--- config.mk ---
export PLATFORM = sky130hd
export DESIGN_NAME = seven_seg_scan
export DESIGN_NICKNAME = d
export VERILOG_FILES = /design/src/rtl/seven_seg_scan.sv
export SDC_FILE = /design/constraint.sdc
export NUM_CORES = 1
export LEC_CHECK = 0
export ABC_AREA = 1
export BUFFER_PORTS_ARGS = -buffer_cell sky130_fd_sc_hd__buf_2
export CELL_PAD_IN_SITES_DETAIL_PLACEMENT = 0
export CELL_PAD_IN_SITES_GLOBAL_PLACEMENT = 1
export CORE_MARGIN = 2
export CORE_UTILIZATION = 40
export CTS_BUF_LIST = sky130_fd_sc_hd__clkbuf_2 sky130_fd_sc_hd__clkbuf_4 sky130_fd_sc_hd__clkbuf_8
export DETAILED_ROUTE_END_ITERATION = 6
export PLACE_DENSITY = 0.86
export RECOVER_POWER = 100
export SLEW_MARGIN = 20
export SYNTH_ARGS = -nofsm -noshare
export SYNTH_HDL_FRONTEND = slang
export SYNTH_SLANG_ARGS = --single-unit
--- constraint.sdc ---
create_clock -name clk -period 2.5 [get_ports clk]
set_clock_uncertainty 0.15 [all_clocks]
set_input_delay 0.5 -clock clk [delete_from_list [all_inputs] [get_ports clk]]
set_output_delay 0.5 -clock clk [all_outputs]
set_load 0.02 [all_outputs]
--- src/rtl/seven_seg_scan.sv ---
// Time-multiplexed N-digit hex 7-segment driver: divides clk down to a per-digit hold
// time, steps a digit index, decodes the selected nibble and drives registered
// seg/dp/an outputs with selectable polarity, blanking and leading-zero suppression.
module seven_seg_scan #(
  parameter int unsigned NUM_DIGITS     = 4,
  parameter int unsigned CLK_DIV        = 100000,
  parameter bit          ACTIVE_LOW_SEG = 1'b1,
  parameter bit          ACTIVE_LOW_AN  = 1'b1,
  parameter bit          LZ_SUPPRESS    = 1'b0,
  localparam int unsigned IDX_W         = (NUM_DIGITS > 1) ? $clog2(NUM_DIGITS) : 1
) (
  input  logic                    clk,
  input  logic                    rst,
  input  logic                    en,
  input  logic [4*NUM_DIGITS-1:0] value,
  input  logic [NUM_DIGITS-1:0]   dp_in,
  input  logic [NUM_DIGITS-1:0]   blank,
  output logic [6:0]              seg,
  output logic                    dp,
  output logic [NUM_DIGITS-1:0]   an,
  output logic [IDX_W-1:0]        digit_idx,
  output logic                    frame_tick
);

  localparam int unsigned DIV_W = $clog2(CLK_DIV);
  localparam logic [DIV_W-1:0] DivMax = DIV_W'(CLK_DIV - 1);
  localparam logic [IDX_W-1:0] IdxMax = IDX_W'(NUM_DIGITS - 1);

  // Inactive output levels, also the reset values.
  localparam logic [6:0]            SegOff = {7{ACTIVE_LOW_SEG}};
  localparam logic                  DpOff  = ACTIVE_LOW_SEG;
  localparam logic [NUM_DIGITS-1:0] AnOff  = {NUM_DIGITS{ACTIVE_LOW_AN}};

  logic [DIV_W-1:0]      div_q, div_d;
  logic [IDX_W-1:0]      idx_q, idx_d;
  logic                  tick_q, tick_d;
  logic [6:0]            seg_q, seg_d;
  logic                  dp_q, dp_d;
  logic [NUM_DIGITS-1:0] an_q, an_d;

  logic                  step;
  logic [3:0]            nib;
  logic                  dp_sel;
  logic                  blank_sel;
  logic                  lz_sel;
  logic                  zero_run;
  logic                  dark;
  logic [NUM_DIGITS-1:0] upper_zero;
  logic [NUM_DIGITS-1:0] an_lit;
  logic [6:0]            seg_lit;
  logic                  dp_lit;

  // Lit-high segment pattern {a,b,c,d,e,f,g} for one hex nibble.
  function automatic logic [6:0] hex_to_seg(input logic [3:0] n);
    logic [6:0] s;
    unique case (n)
      4'h0: s = 7'b1111110;
      4'h1: s = 7'b0110000;
      4'h2: s = 7'b1101101;
      4'h3: s = 7'b1111001;
      4'h4: s = 7'b0110011;
      4'h5: s = 7'b1011011;
      4'h6: s = 7'b1011111;
      4'h7: s = 7'b1110000;
      4'h8: s = 7'b1111111;
      4'h9: s = 7'b1111011;
      4'hA: s = 7'b1110111;
      4'hB: s = 7'b0011111;
      4'hC: s = 7'b1001110;
      4'hD: s = 7'b0111101;
      4'hE: s = 7'b1001111;
      default: s = 7'b1000111;
    endcase
    return s;
  endfunction

  // Divider and digit index; both freeze while en is low.
  always_comb begin
    step   = en && (div_q == DivMax);
    div_d  = div_q;
    idx_d  = idx_q;
    if (en) begin
      div_d = step ? '0 : div_q + DIV_W'(1);
    end
    if (step) begin
      idx_d = (idx_q == IdxMax) ? '0 : idx_q + IDX_W'(1);
    end
    tick_d = step && (idx_q == IdxMax);
  end

  // Select the current digit and decide whether it is lit.
  always_comb begin
    nib        = '0;
    dp_sel     = 1'b0;
    blank_sel  = 1'b0;
    lz_sel     = 1'b0;
    an_lit     = '0;
    upper_zero = '0;
    zero_run   = 1'b1;
    // upper_zero[i]: nibbles i..NUM_DIGITS-1 are all zero.
    for (int i = NUM_DIGITS - 1; i >= 0; i--) begin
      zero_run      = zero_run && (value[4*i +: 4] == 4'h0);
      upper_zero[i] = zero_run;
    end
    for (int i = 0; i < NUM_DIGITS; i++) begin
      if (IDX_W'(i) == idx_q) begin
        nib       = value[4*i +: 4];
        dp_sel    = dp_in[i];
        blank_sel = blank[i];
        lz_sel    = upper_zero[i] && (i > 0);
        an_lit[i] = 1'b1;
      end
    end
    dark    = !en || blank_sel || (LZ_SUPPRESS && lz_sel);
    seg_lit = dark ? 7'h00 : hex_to_seg(nib);
    dp_lit  = dark ? 1'b0 : dp_sel;
    if (dark) begin
      an_lit = '0;
    end
    seg_d = ACTIVE_LOW_SEG ? ~seg_lit : seg_lit;
    dp_d  = ACTIVE_LOW_SEG ? ~dp_lit : dp_lit;
    an_d  = ACTIVE_LOW_AN ? ~an_lit : an_lit;
  end

  // State and output registers, async active-high reset.
  always_ff @(posedge clk or posedge rst) begin
    if (rst) begin
      div_q  <= '0;
      idx_q  <= '0;
      tick_q <= 1'b0;
      seg_q  <= SegOff;
      dp_q   <= DpOff;
      an_q   <= AnOff;
    end else begin
      div_q  <= div_d;
      idx_q  <= idx_d;
      tick_q <= tick_d;
      seg_q  <= seg_d;
      dp_q   <= dp_d;
      an_q   <= an_d;
    end
  end

  assign seg        = seg_q;
  assign dp         = dp_q;
  assign an         = an_q;
  assign digit_idx  = idx_q;
  assign frame_tick = tick_q;

endmodule

==> out/results.ini, run 1 <==
[status]
outcome = finished, violations left
violations = capacitance limit, slew limit

[floorplan]
io_pins = 42
core_sq_mm = 0.00501
dieArea_sq_mm = 0.00570
dieHeight_um = 75.5
die_w_um = 75.5
rows = 26
initial_core_util_pct = 40.8

[grt]
grt_usage_pct = 17.7
grt_overflow_total = 0
grt_pass1_vias = 1751
grt_max_degree = 33
antenna_found_initial = 0
use_met1_pct = 22.7
met2_usage_pct = 29.3
grtUsageMet3_pct = 4.23
top_usage_layer = met2
grt_pass1_wl_um = 7700

[detailed_routing]
via_per_inst = 4.72
route.detailed.drc = 0
dr.pass1.iters = 4
wirelength_um = 4510
antenna_left = 0
wl_per_cell_um = 11.5
vias = 1845
drt_iter0_markers = 125

[sta]
final_max_slew_viol_count = 33
whs_ns = 0.240
timing.fmax_mhz = 439
maxSlewHeadroom_pct = -11.0
min_period_ns = 2.28
tightest_slew_ns = 1.66
tns_ns = 0
final_hold_viol_count = 0
rsz0062_at_grt = no
period_share_pct = 91.0
setup_viol = 0

[setup_path]
arrival_ns = 2.32
critPathMaxFanout = 9
cp-end-kind = flip-flop
slowest_stage = dfrtp_1
timing.rr.end = seg[3]
r2r-start = digit_idx[1]
critPathRequiredTime_ns = 2.54
path_class = flip-flop to flip-flop
r2r_slack_ns = 0.22
r2r_cells = 11
slowest_delay_ns = 0.41
worstSetupStartpointType = flip-flop
crit_chain = inv_1 -> ha_1 -> inv_1 -> nand3_1 -> nand2_1 -> a21boi_2 -> ha_1 -> inv_1 -> nand2_1 -> nand3_1 -> nand3_1

[final_layout]
num_antenna_cells = 0
layout.cells.non_filler = 391
fin_area_sq_mm = 0.00236
final_cell_mix = 78 x nand2_1, 39 x inv_1, 32 x nand3_1
nNetsFinal = 358
syn2layout_area_growth_pct = 15.3
drive_gt1_share_pct = 19.3
layout_commonest_cell = nand2_1

[synth]
syn_avg_cell_area_sq_um = 7.46
synth_edf_count = 0
synth-main-ff-cell = dfrtp_1
ys_types = 31
synthArstFlopShare_pct = 100
netlist_area_sq_mm = 0.00204
yosys_warnings = 0
synth_seq_cells = 32
synthesis.instances = 274
synth_nets = 312
ys_seq_area_share_pct = 39.9

[place]
dp_cells = 383
dpl_cell_area_sq_mm = 0.00232
portBuffers = 41
dp_hpwl_um = 3560
routabilityCongestion = 0.842

[min_path]
holdCritStartpoint = dp_in[3]
hold_path.class = input port to flip-flop
whs_endpoint = dp
hold_depth = 2

[pwr]
irDropWorstVdd_uv = 235
switchingPower_mw = 0.497
p_seq_share_pct = 48.9
pwr-share-clk_pct = 27.6
combinationalPowerShare_pct = 23.5
power.internal_mw = 0.943
switching_share_pct = 34.5
power_density_mw_per_mm2 = 611
leakagePower_nw = 1.25

[cts]
clock_latency_ns = 0.28
hold_buffers = 0
cts_buffers = 5
cts_root_buffer = clkbuf_8
cts_tree = built
cts_num_sinks = 32
clkTransAtPathRegs_ns = 0.07
cts_buffer_depth = 2
post_cts_buffers = 0
cts_resized = 0
htreeDepth = 2

[job]
cap_viol_max_count = 1

layout make-up:
cell class                 count  area (sq um)
clock buffer                   6          76.3
sequential                    32           816
inverter                      42           158
clock inverter                 2          12.5
timing repair buffer          44           201
multi-input combinational    195          1010
tap                           70          87.6
fill                         536          2650
critical path: cells and delay by family (launching register included):
kind / cells / cell delay [ns]
buf+inv: 3 / 0.31
compound gates: 1 / 0.28
simple gates: 5 / 0.41
fa+ha+maj: 2 / 0.63
flops: 1 / 0.41
synth_stat cells (3+ instances only):
cell type	count	share of area (%)
dfrtp_1	20	24
o21ai_0	6	1.5
dfstp_2	12	15
xor2_1	4	1.7
a21oi_1	8	2.0
ha_1	11	6.7
inv_2	3	0.55
inv_1	39	7.2
nor2_1	24	4.4
nand4_1	4	1.2
nand2_2	5	1.5
nand3_1	31	7.6
nand2_1	76	14
nor3_1	3	0.73
nor2_2	6	1.8
kinds of logic after synthesis:
logic type	share of synthesized area, %
AO/OA/AOI/OAI	7.28
XOR/XNOR	2.57
adder cells (fa/ha/maj)	6.73
buffers and inverters	9.67
flip-flops	39.9
AND/OR/NAND/NOR	33.8
power by group through the flow:
stage                     sequential [mW]  combinational (mW)  clock (mW)
final                               0.704               0.338       0.397
after global placement              0.711               0.349           0
after global routing                0.716               0.397       0.438
after floorplan                     0.701               0.262           0
after detailed placement            0.717               0.352           0
after CTS                           0.707               0.355       0.410
worst max-delay path by stage:
stage,from,slack [ns],end
after detailed placement,digit_idx[1],0.25,seg[3]
after CTS,digit_idx[1],0.23,seg[3]
after global routing,digit_idx[1],0.06,seg[3]
after floorplan,digit_idx[1],0.41,seg[3]
final,digit_idx[1],0.22,seg[3]
after global placement,digit_idx[1],0.38,seg[3]
state kept, by name, indices dropped and copies added (netlist names):
| signal | flops |
|---|---|
| frame_tick | 1 |
| seg | 7 |
| dp | 1 |
| div_q | 17 |
| an | 4 |
| digit_idx | 2 |
metrics by stage:
| stage | worst slack (ns) | utilization [%] | power (mW) |
|---|---|---|---|
| floorplan | 0.408 | - | 0.964 |
| global placement | 0.383 | 46.3 | 1.06 |
| detailed placement | 0.248 | 46.3 | 1.07 |
| CTS | 0.232 | 48.1 | 1.47 |
| global route | 0.0649 | 47.1 | 1.55 |
| finish | 0.224 | 47.1 | 1.44 |
per-layer routing:
metal / wire (um) / up-vias
met4: 62 / 0
met3: 218 / 5
li1: - / 951
met5: 0 / -
met1: 2110 / 840
met2: 2110 / 49
(Power assumes the default switching activity.)
==> run 2: changes to the inputs <==
CORE_UTILIZATION = 37   (was 40)
PLACE_DENSITY = 0.83   (was 0.86)
SETUP_SLACK_MARGIN = 0.02   (was unset)
clock period = 1.9 ns   (was 2.5 ns; I/O delays follow)
==> run 2 against run 1 <==
Register-to-register slack lost 0.31 ns. Global-route usage decreased by 0.33 points. Die area is 7.7% higher. Largest power group unchanged. Non-clock buffer count up 22. Fmax increased by 15%. Worst setup slack lost 0.31 ns. Largest cell class unchanged. The run ends with setup timing left. Critical path depth stayed put.
==> out/results.ini, run 2 (synthesized netlist as in run 1, its figures left out) <==
[job]
cap_viol_max_count = 0

[detailed_routing]
dr.pass1.iters = 4
antenna_left = 0
wl_per_cell_um = 12.1
via_per_inst = 4.70
vias = 1955
route.detailed.drc = 0
wirelength_um = 5020
drt_iter0_markers = 96

[final_layout]
layout.cells.non_filler = 416
largest_reg_flops = 17
post-route-util_pct = 52.0
drive_gt1_share_pct = 38.7
nNetsFinal = 381
syn2layout_area_growth_pct = 37.5
num_antenna_cells = 0
regMostFlops = div_q
final_cell_mix = 64 x nand2_1, 34 x inv_1, 28 x buf_2
layout_commonest_cell = nand2_1

[grt]
grt_pass1_wl_um = 8560
grt_max_degree = 33
grt_overflow_total = 0
grt_pass1_vias = 1925
grt_usage_pct = 17.3
antenna_found_initial = 0

[cts]
cts_tree = built
htreeDepth = 2
cts_root_buffer = clkbuf_8
cts_buffer_depth = 2
cts_buffers = 5
clock_latency_ns = 0.28
cts_num_sinks = 32
clkTransAtPathRegs_ns = 0.07

[sta]
min_period_ns = 1.99
rsz0062_at_grt = yes
setup_slack_ns = -0.0860
whs_ns = 0.135
timing.fmax_mhz = 504
maxSlewHeadroom_pct = 48.8
setup_viol = 4
tightest_slew_ns = 0.768
final_hold_viol_count = 0
final_max_slew_viol_count = 0
tns_ns = -0.279
period_share_pct = 105

[status]
outcome = finished, violations left
violations = setup timing

[floorplan]
die_w_um = 78.3
core_sq_mm = 0.00541
io_pins = 42
dieHeight_um = 78.3
dieArea_sq_mm = 0.00614
initial_core_util_pct = 37.8
rows = 27

[setup_path]
cp.buffers_inverters = 3
crit_family = flip-flops
worstSetupStartpointType = flip-flop
critPathMaxFanout = 7
slowest_delay_ns = 0.48
r2r_cells = 11
timing.rr.end = seg[3]
cp-end-kind = flip-flop
critPathRequiredTime_ns = 1.96
arrival_ns = 2.04
crit_chain = buf_12 -> ha_4 -> a21oi_4 -> nand2_2 -> a21boi_2 -> buf_4 -> ha_4 -> inv_2 -> nand2_2 -> nand3_1 -> nand3_1
r2r-start = digit_idx[0]
path_class = flip-flop to flip-flop
r2r_slack_ns = -0.09
slowest_stage = dfrtp_2

[min_path]
whs_endpoint = dp
hold_path.class = input port to flip-flop
holdCritStartpoint = dp_in[3]
hold_depth = 2

[place]
dp_hpwl_um = 3670
dp_slack_ns = -0.0586
portBuffers = 41
routabilityCongestion = 0.862
dp_cells = 400

[pwr]
leakagePower_nw = 1.40
irDropWorstVdd_uv = 337
power_density_mw_per_mm2 = 704

run 2: area by class of cell:
type / instances / area [sq um]
well taps: 72 / 90.1
flip-flops and latches: 32 / 818
repair buffers: 66 / 394
inverters: 42 / 165
clock buffers: 6 / 82.6
multi-input cells: 196 / 1250
fillers: 541 / 2590
clock inverters: 2 / 15.0
run 2: per-stage QoR:
step / total power [mW] / area (sq um)
after floorplan: 1.27 / 2080
after global placement: 1.42 / 2480
after detailed placement: 1.43 / 2480
after CTS: 2.00 / 2690
after global routing: 2.13 / 2810
final: 1.98 / 2810
run 2: power by group:
| group | leakage, nW | switching (mW) | internal [mW] |
|---|---|---|---|
| Combinational | 0.997 | 0.318 | 0.209 |
| Sequential | 0.355 | 0.109 | 0.804 |
| Clock | 0.0434 | 0.247 | 0.293 |
run 2: how the worst max path moves through the flow:
stage / from / to / depth (start not counted)
6_report: digit_idx[0] / seg[3] / 11
3_3_place_gp: digit_idx[0] / seg[1] / 11
3_5_place_dp: digit_idx[0] / seg[2] / 12
2_1_floorplan: digit_idx[1] / seg[3] / 11
4_1_cts: digit_idx[0] / seg[6] / 12
5_1_grt: digit_idx[0] / seg[6] / 12
run 2: per-layer routing:
layer / share of wire, % / global-route usage [%]
met5: 0 / 0
met1: 45 / 22.1
met3: 3.9 / 3.91
met4: 1.5 / 6.49
met2: 49 / 28.7
run 2: what timing repair did:
item                       CTS  global route
hold buffers                 0             0
setup endpoints to repair   11            13
resized for setup           16            32
gates cloned                 0             1
pin swaps                    5            13
buffers inserted             5             2
==> run 3: changes to the inputs <==
ABC_AREA = 0   (was 1)
CORE_UTILIZATION = 38   (was 37)
SETUP_SLACK_MARGIN = 0.1   (was 0.02)
==> run 3 against run 2 <==
The flow still finishes with violations (setup timing). Flip-flop and latch count did not move. First-iteration DRC count fell by 16%. Fmax fell by 6.7%. Synthesized area fell by 11%. Clock power fell by 2%. Non-clock buffer count rose by 14.
==> out/results.ini, run 3 <==
[floorplan]
dieHeight_um = 73.4
initial_core_util_pct = 39.0
io_pins = 42
dieArea_sq_mm = 0.00538
core_sq_mm = 0.00469
die_w_um = 73.4
rows = 25

[sta]
rsz0062_at_grt = yes
tightest_slew_ns = 0.763
final_max_slew_viol_count = 0
setup_viol = 17
min_period_ns = 2.13
setup_slack_ns = -0.228
tns_ns = -2.42
final_hold_viol_count = 0
timing.fmax_mhz = 470
period_share_pct = 112
maxSlewHeadroom_pct = 49.2

[place]
portBuffers = 41
dp_slack_ns = -0.251
dp_cells = 307
routabilityCongestion = 0.802
dp_hpwl_um = 3210

[detailed_routing]
wl_met2_um = 2190
highest_layer = met4
dr.pass1.iters = 4
vias = 1606
via_per_inst = 5.00
wirelength_um = 4330
drt_iter0_markers = 81
antenna_left = 0
wl_met1_um = 1910
wl_met3_um = 176
wl_per_cell_um = 13.5
route.detailed.drc = 0

[final_layout]
layout.cells.non_filler = 321
syn2layout_area_growth_pct = 48.0
num_antenna_cells = 0
regMostFlops = div_q
nNetsFinal = 304
drive_gt1_share_pct = 52.1
final_cell_mix = 29 x buf_4, 28 x buf_2, 24 x nand2_1
nFillCells = 418
multi_input_area_sq_mm = 0.00118
seqCellArea_sq_um = 818
layout_commonest_cell = buf_4
largest_reg_flops = 17

[cts]
cts_num_sinks = 32
cts_root_buffer = clkbuf_8
cts_buffer_depth = 2
cts_buffers = 5
clock_latency_ns = 0.29
cts_tree = built
htreeDepth = 2
hold_buffers = 0
clkTransAtPathRegs_ns = 0.07

[setup_path]
crit_family = compound AO/OA/AOI/OAI gates
critPathMaxFanout = 7
cp_common_cell = ha_4
endpoint = seg[3]
r2r_cells = 9
slowest_delay_ns = 0.47
cp-end-kind = flip-flop
timing.rr.end = seg[3]
slowest_stage = dfrtp_2
worstSetupStartpointType = flip-flop
crit_path_start = digit_idx[0]
arrival_ns = 2.19
r2r-start = digit_idx[0]
critPathRequiredTime_ns = 1.96
cp.depth = 9
crit_chain = inv_4 -> ha_4 -> nand2_2 -> o211ai_1 -> o221ai_4 -> ha_4 -> mux2i_1 -> and3_1 -> a31oi_1
cp.buffers_inverters = 1
r2r_slack_ns = -0.23
path_class = flip-flop to flip-flop

[pwr]
leakagePower_nw = 1.18
irDropWorstVdd_uv = 353
fin_total_pwr_mw = 1.80
power_density_mw_per_mm2 = 665

[grt]
grt_pass1_vias = 1536
grt_pass1_wl_um = 6980
grt_max_degree = 33
antenna_found_initial = 0
grt_overflow_total = 0
grt_usage_pct = 16.9

[synth]
synth_area_leaders = dfrtp_1 27%, dfstp_2 17%, ha_1 7.5%
synth_nets = 223
synthArstFlopShare_pct = 100
syn_avg_cell_area_sq_um = 9.88
synth_seq_cells = 32
yosysMostFrequentCell = nand2_1
ys_types = 44
yosys_warnings = 0
yosys.area.top_type = dfrtp_1
synthesis.instances = 185
synth_commonest_cells = 31 x nand2_1, 20 x dfrtp_1, 12 x dfstp_2
netlist_area_sq_mm = 0.00183
synth_edf_count = 0
synth_top_area_share_pct = 27.4
ys_seq_area_share_pct = 44.6
synth-main-ff-cell = dfrtp_1

[job]
cap_viol_max_count = 0

[status]
violations = setup timing
outcome = finished, violations left

[min_path]
hold_path.class = input port to async pin

[run 3: cell types whose count changed after synthesis, sizes merged, moves of 4 or more]
| cell | change |
|---|---|
| nand2 | -50 |
| inv | -34 |
| nand3 | -30 |
| nor2 | -18 |
| a21oi | -6 |
| and3 | +6 |
| and4 | +5 |
| nand3b | +5 |
| xor2 | +5 |
| o211ai | +4 |
[run 3: kinds of logic after synthesis]
kind of cell               Yosys count  synth area share, %
muxes                                6                 3.70
AOI/OAI and AO/OA                   27                 9.72
DFF                                 32                 44.6
adders and majority gates           11                 7.53
xor gates and xnor gates            13                 6.23
and+or+nand+nor                     82                 25.1
buffers and inverters               14                 3.15
[run 3: final cells by class]
type | instances | area share (%)
Sequential cell | 32 | 30.2
Tap cell | 54 | 2.50
Timing Repair Buffer | 80 | 18.6
Clock inverter | 2 | 0.601
Multi-Input combinational cell | 139 | 43.8
Inverter | 8 | 1.48
Clock buffer | 6 | 2.82
[run 3: worst min-delay path by stage]
stage	to	slack, ns	startpoint	cells past startpoint
6_report	div_q[11]	0.15	rst	3
2_1_floorplan	div_q[13]	0.30	div_q[13]	1
3_3_place_gp	div_q[16]	0.33	rst	3
5_1_grt	an[3]	0.15	blank[3]	2
3_5_place_dp	div_q[14]	0.33	rst	3
4_1_cts	div_q[11]	0.02	rst	3
[run 3: what timing repair did]
action | 4_1_cts | 5_1_grt
setup endpoints to repair | 19 | 23
cloned | 1 | 0
gates resized for setup | 27 | 18
buffers inserted | 4 | 1
pin swaps | 11 | 7
[run 3: metal layers]
metal / vias up / track usage [%]
li1: 819 / -
met1: 748 / 21.8
met2: 33 / 28.0
met3: 6 / 4.12
met4: 0 / 5.45
met5: - / 0
[run 3: tightest hold or removal path, cell delays in order]
cell and delay [ns]:
buf_2 0.09, inv_1 0.04, clkbuf_2 0.59
[run 3: report_power, final]
group | internal [mW] | switching (mW) | leakage, nW
combinational | 0.235 | 0.222 | 0.755
sequential | 0.765 | 0.0521 | 0.384
clock | 0.274 | 0.252 | 0.0448
total | 1.27 | 0.526 | 1.18
[run 3: per-stage QoR]
step / hold WS, ns / util (%) / area (sq um)
after floorplan: 0.301 / - / 1940
after global placement: 0.329 / 51.5 / 2420
after detailed placement: 0.331 / 51.5 / 2420
after CTS: 0.0201 / 56.8 / 2670
after global routing: 0.152 / 57.7 / 2710
final: 0.149 / 57.7 / 2710
